<file path="config.mk">
export PLATFORM = sky130hd
export DESIGN_NAME = mux_scan_collector
export DESIGN_NICKNAME = d
export VERILOG_FILES = /design/src/rtl/mux_scan_collector.sv
export SDC_FILE = /design/constraint.sdc
export NUM_CORES = 1
export LEC_CHECK = 0
export ABC_AREA = 1
export CORE_MARGIN = 8
export CORE_UTILIZATION = 47
export DETAILED_ROUTE_END_ITERATION = 10
export PLACE_DENSITY = 0.73
export SLEW_MARGIN = 20
export SYNTH_ARGS = -nofsm -noshare
export SYNTH_HDL_FRONTEND = slang
export SYNTH_SLANG_ARGS = --single-unit
</file>
<file path="constraint.sdc">
create_clock -name clock -period 1.5 [get_ports clock]
set_clock_uncertainty 0.15 [all_clocks]
set_input_delay 0.225 -clock clock [delete_from_list [all_inputs] [get_ports clock]]
set_output_delay 0.225 -clock clock [all_outputs]
set_load 0.01 [all_outputs]
</file>
<file path="src/rtl/mux_scan_collector.sv">
// Scans a 4:1 mux by stepping its selects, lets each select settle, samples
// the mux output and presents the four collected bits as one held word.
// Latency: valid rises 4*(SETTLE_CYCLES+1) edges after start is taken in IDLE.
module mux_scan_collector #(
  parameter int SETTLE_CYCLES = 2
) (
  input  logic       clock,
  input  logic       reset,
  input  logic       start,
  input  logic       ack,
  input  logic       mux_in,
  output logic [1:0] sel,
  output logic [3:0] data,
  output logic       valid,
  output logic       busy
);

  typedef enum logic [1:0] {
    IDLE   = 2'd0,
    SETTLE = 2'd1,
    SAMPLE = 2'd2,
    HOLD   = 2'd3
  } state_t;

  // Last settle count before the mux output is trusted.
  localparam logic [3:0] CNT_LAST = 4'(SETTLE_CYCLES - 1);

  state_t     state_q, state_d;
  logic [3:0] cnt_q, cnt_d;
  logic [3:0] shadow_q, shadow_d;
  logic [1:0] sel_d;
  logic [3:0] data_d;
  logic       valid_d;
  logic       busy_d;

  // Register state and all outputs; reset clears everything asynchronously.
  always_ff @(posedge clock or posedge reset) begin
    if (reset) begin
      state_q  <= IDLE;
      cnt_q    <= 4'd0;
      shadow_q <= 4'd0;
      sel      <= 2'd0;
      data     <= 4'd0;
      valid    <= 1'b0;
      busy     <= 1'b0;
    end else begin
      state_q  <= state_d;
      cnt_q    <= cnt_d;
      shadow_q <= shadow_d;
      sel      <= sel_d;
      data     <= data_d;
      valid    <= valid_d;
      busy     <= busy_d;
    end
  end

  // Next-state and next-output logic; every register holds unless a state acts.
  always_comb begin
    state_d  = state_q;
    cnt_d    = cnt_q;
    shadow_d = shadow_q;
    sel_d    = sel;
    data_d   = data;
    valid_d  = valid;
    busy_d   = busy;

    case (state_q)
      IDLE: begin
        sel_d   = 2'd0;
        busy_d  = 1'b0;
        valid_d = 1'b0;
        if (start) begin
          state_d = SETTLE;
          cnt_d   = 4'd0;
          busy_d  = 1'b1;
        end
      end

      SETTLE: begin
        // Select is held constant while the mux output settles.
        cnt_d = cnt_q + 4'd1;
        if (cnt_q == CNT_LAST) begin
          state_d = SAMPLE;
        end
      end

      SAMPLE: begin
        // The only place mux_in is observed.
        shadow_d[sel] = mux_in;
        if (sel != 2'd3) begin
          sel_d   = sel + 2'd1;
          cnt_d   = 4'd0;
          state_d = SETTLE;
        end else begin
          // Publish the word including the bit sampled this very cycle.
          state_d = HOLD;
          data_d  = shadow_d;
          valid_d = 1'b1;
          busy_d  = 1'b0;
          sel_d   = 2'd0;
        end
      end

      HOLD: begin
        // Word stays until consumed; start is not queued here.
        if (ack) begin
          state_d = IDLE;
          valid_d = 1'b0;
        end
      end

      default: begin
        state_d = IDLE;
      end
    endcase
  end

endmodule

</file>
==> metrics.md <==
| Metric | Value |
|---|---|
| FF+latch count, synth | `17` |
| Max Fclk | `689 MHz` |
| Fill count | `181` |
| Sequential-to-total area share from yosys stat | `44.0%` |
| TNS Setup | `0 ps` |
| Avg Cell Area, Syn | `8.05 µm²` |
| Initial Util | `49.7%` |
| FF-to-FF setup slack | `50 ps` |
| Row cnt | `16` |
| Antenna fix cells | `0` |
| Routed wire per std cell | `10.7 µm` |
| Area contributors post-synth | `dfrtp_1, nand2_1, ha_1, inv_1, o21ai_0` |
| Hold buffer count at cts | `0` |
| Gr ovfl total | `0` |
| Status | `finished, final reports clean` |
| GRT Resource Usage Total | `9.92%` |
| Drt pass-1 iters | `4` |
| Die height | `61.3 µm` |
| Initial DRC Count | `8` |
| Die Wd | `61.3 µm` |
| Distinct cells, synth | `15` |
| Type of the tightest min-delay check | `input port to async pin` |
| Reg clk slew, reported paths | `100 ps` |
| Max FO, Critical Path | `9` |
| Clock buffer count from CTS | `3` |
| GPL Wtd Cong | `0.777` |
| Worst Path Arrival | `1500 ps` |
| Post-synth top area cell | `dfrtp_1` |
| Initial antenna violation count | `0` |
| Most frequent cell after synthesis | `nand2_1` |
| Die ar. | `0.00376 mm²` |
| First-pass GRT wire length | `2.86 mm` |
| Clk root buf | `clkbuf_4` |
| Cells after Synth | `120` |
| Vias in the first global route | `669` |
| Area of the mapped netlist | `966 µm²` |
| PnR worst setup slack | `47.8 ps` |
| RSZ-0062 raised after global routing | `true` |
| Final HPWL DP | `1.34 mm` |
| Worst Setup SP | `state_q[0]` |
| R2r worst-path depth | `6` |
| Finished Layout Cells | `170` |
| DRC | `0` |
| Pwr Density | `1620 mW/mm²` |
| Required @ worst endpoint | `1540 ps` |
| Port bufs | `12` |
| Mapped Nets | `136` |
| Via-per-instance ratio | `4.56` |
| Share of layout cells above drive strength 1 | `15.4%` |
| Max Slew Vio Count | `0` |
| Clock Path Buffers | `2` |
| Final Hold Fails | `0` |
| Tightest Pin Transition | `228 ps` |
| Antenna Violating Nets Remaining | `0` |
| Setup crit end | `sel[1]` |
| Clk_lat worst skew | `280 ps` |
| Top-area cell type share of the netlist area | `44.0%` |
| Final WL | `1.81 mm` |
| Tcrit/Tclk final | `96.8%` |
| Post-synth EDFFs | `0` |
| Worst reg2reg startpoint | `state_q[0]` |
| Worst Setup End Kind | `flop` |
| Most frequent cells after synthesis | `nand2_1, inv_1, dfrtp_1` |
| VDD IR max | `0.853 mV` |
| Async set-reset flop share out of synthesis | `100%` |
| Num ports | `13` |
| Worst reg2reg endpoint | `sel[1]` |
| Via Count | `775` |
| H-tree levels | `1` |
| Largest net degree at the start of global routing | `18` |
| Leak | `0.663 nW` |
| Tmin final | `1450 ps` |
| Inst Count DP | `162` |
| Post-synth top flop | `dfrtp_1` |
| P&R area growth vs syn | `27.1%` |
| Ys Warns | `0` |
| Crit path launch type | `flop` |
| Post-placement setup slack | `42.5 ps` |
| Sink Count | `17` |
| Final setup fails | `0` |
| Area of the core | `0.00194 mm²` |
| TritonCTS clock tree | `built` |
| Max cap viols | `0` |
| Slew HR | `84.7%` |
| Critical path type | `flop to flop` |
| Nets | `160` |
[worst min-delay path by stage]
stage	startpoint	endpoint	slack, ps	cells after the start
5_1_grt	reset	cnt_q[1]	140	3
4_1_cts	reset	cnt_q[2]	100	3
6_report	reset	cnt_q[1]	100	3
2_1_floorplan	reset	busy	1	1
3_5_place_dp	data[0]	data[0]	320	2
3_3_place_gp	data[0]	data[0]	320	2
[layer usage]
layer / wire, µm / track usage (%)
met3: 82 / 2.51
met4: 9 / 2.92
met5: 0 / 0
met2: 808 / 15.8
met1: 911 / 12.9
[kinds of logic after synthesis]
family          after synthesis  share of synthesized area (%)
compound gates               14                           7.25
xor+xnor                      1                          0.907
flops                        17                           44.0
fa+ha+maj                    11                           14.2
buf+inv                      22                           9.33
simple gates                 55                           24.2
[per-stage QoR]
stage / total power, mW / instance area [µm²] / util, % / hold slack [ps]
3_3_place_gp: 1.63 / 1140 / 58.6 / 315
6_report: 1.99 / 1230 / 63.2 / 97.3
4_1_cts: 1.89 / 1170 / 60.2 / 103
5_1_grt: 2.16 / 1230 / 63.2 / 136
2_1_floorplan: 1.35 / 966 / - / 1.07
3_5_place_dp: 1.66 / 1140 / 58.6 / 316
[state kept, by name, summed over array words and instances (netlist names)]
signal / cells
cnt_q: 4
data: 4
shadow_q: 3
sel: 2
state_q: 2
busy: 1
valid: 1
[critical path, cell delays in order, from the launching register on]
cell and delay [ps]:
dfrtp_1 390, inv_1 100, ha_4 190, buf_4 160, inv_1 70, nand2_1 100
o21ai_0 200
[what timing repair did]
action	CTS	global route
resized for setup	8	12
pin swaps	0	2
buffers inserted	2	2
hold endpoints to repair	0	0
endpoints found under the setup margin	8	11
[placed cells by master (no fill, tap or decap), types with 2 or more instances in the layout]
cell type        instances
buf_4                    7
clkbuf_4                 3
clkdlybuf4s50_1          4
dfrtp_1                 16
dlygate4sd2_1            8
ha_1                     9
ha_4                     2
inv_1                   18
inv_2                    3
nand2_1                 39
nand3_1                  7
nor2_1                   2
o21ai_0                 11
o21ai_1                  3
[power breakdown]
part | total [mW] | leakage, nW | switching, mW | internal [mW]
logic | 1.02 | 0.441 | 0.596 | 0.428
clock network | 0.242 | 0.0150 | 0.139 | 0.103
registers | 0.719 | 0.207 | 0.107 | 0.613
[final cells by class]
class,instances,area [µm²],area share (%)
clock buffer,4,26.3,2.14
timing repair buffer,20,174,14.2
sequential,17,427,34.8
multi-input combinational,81,488,39.8
tap,27,33.8,2.75
inverter,21,78.8,6.42
Power figures use the tool's default switching activity.
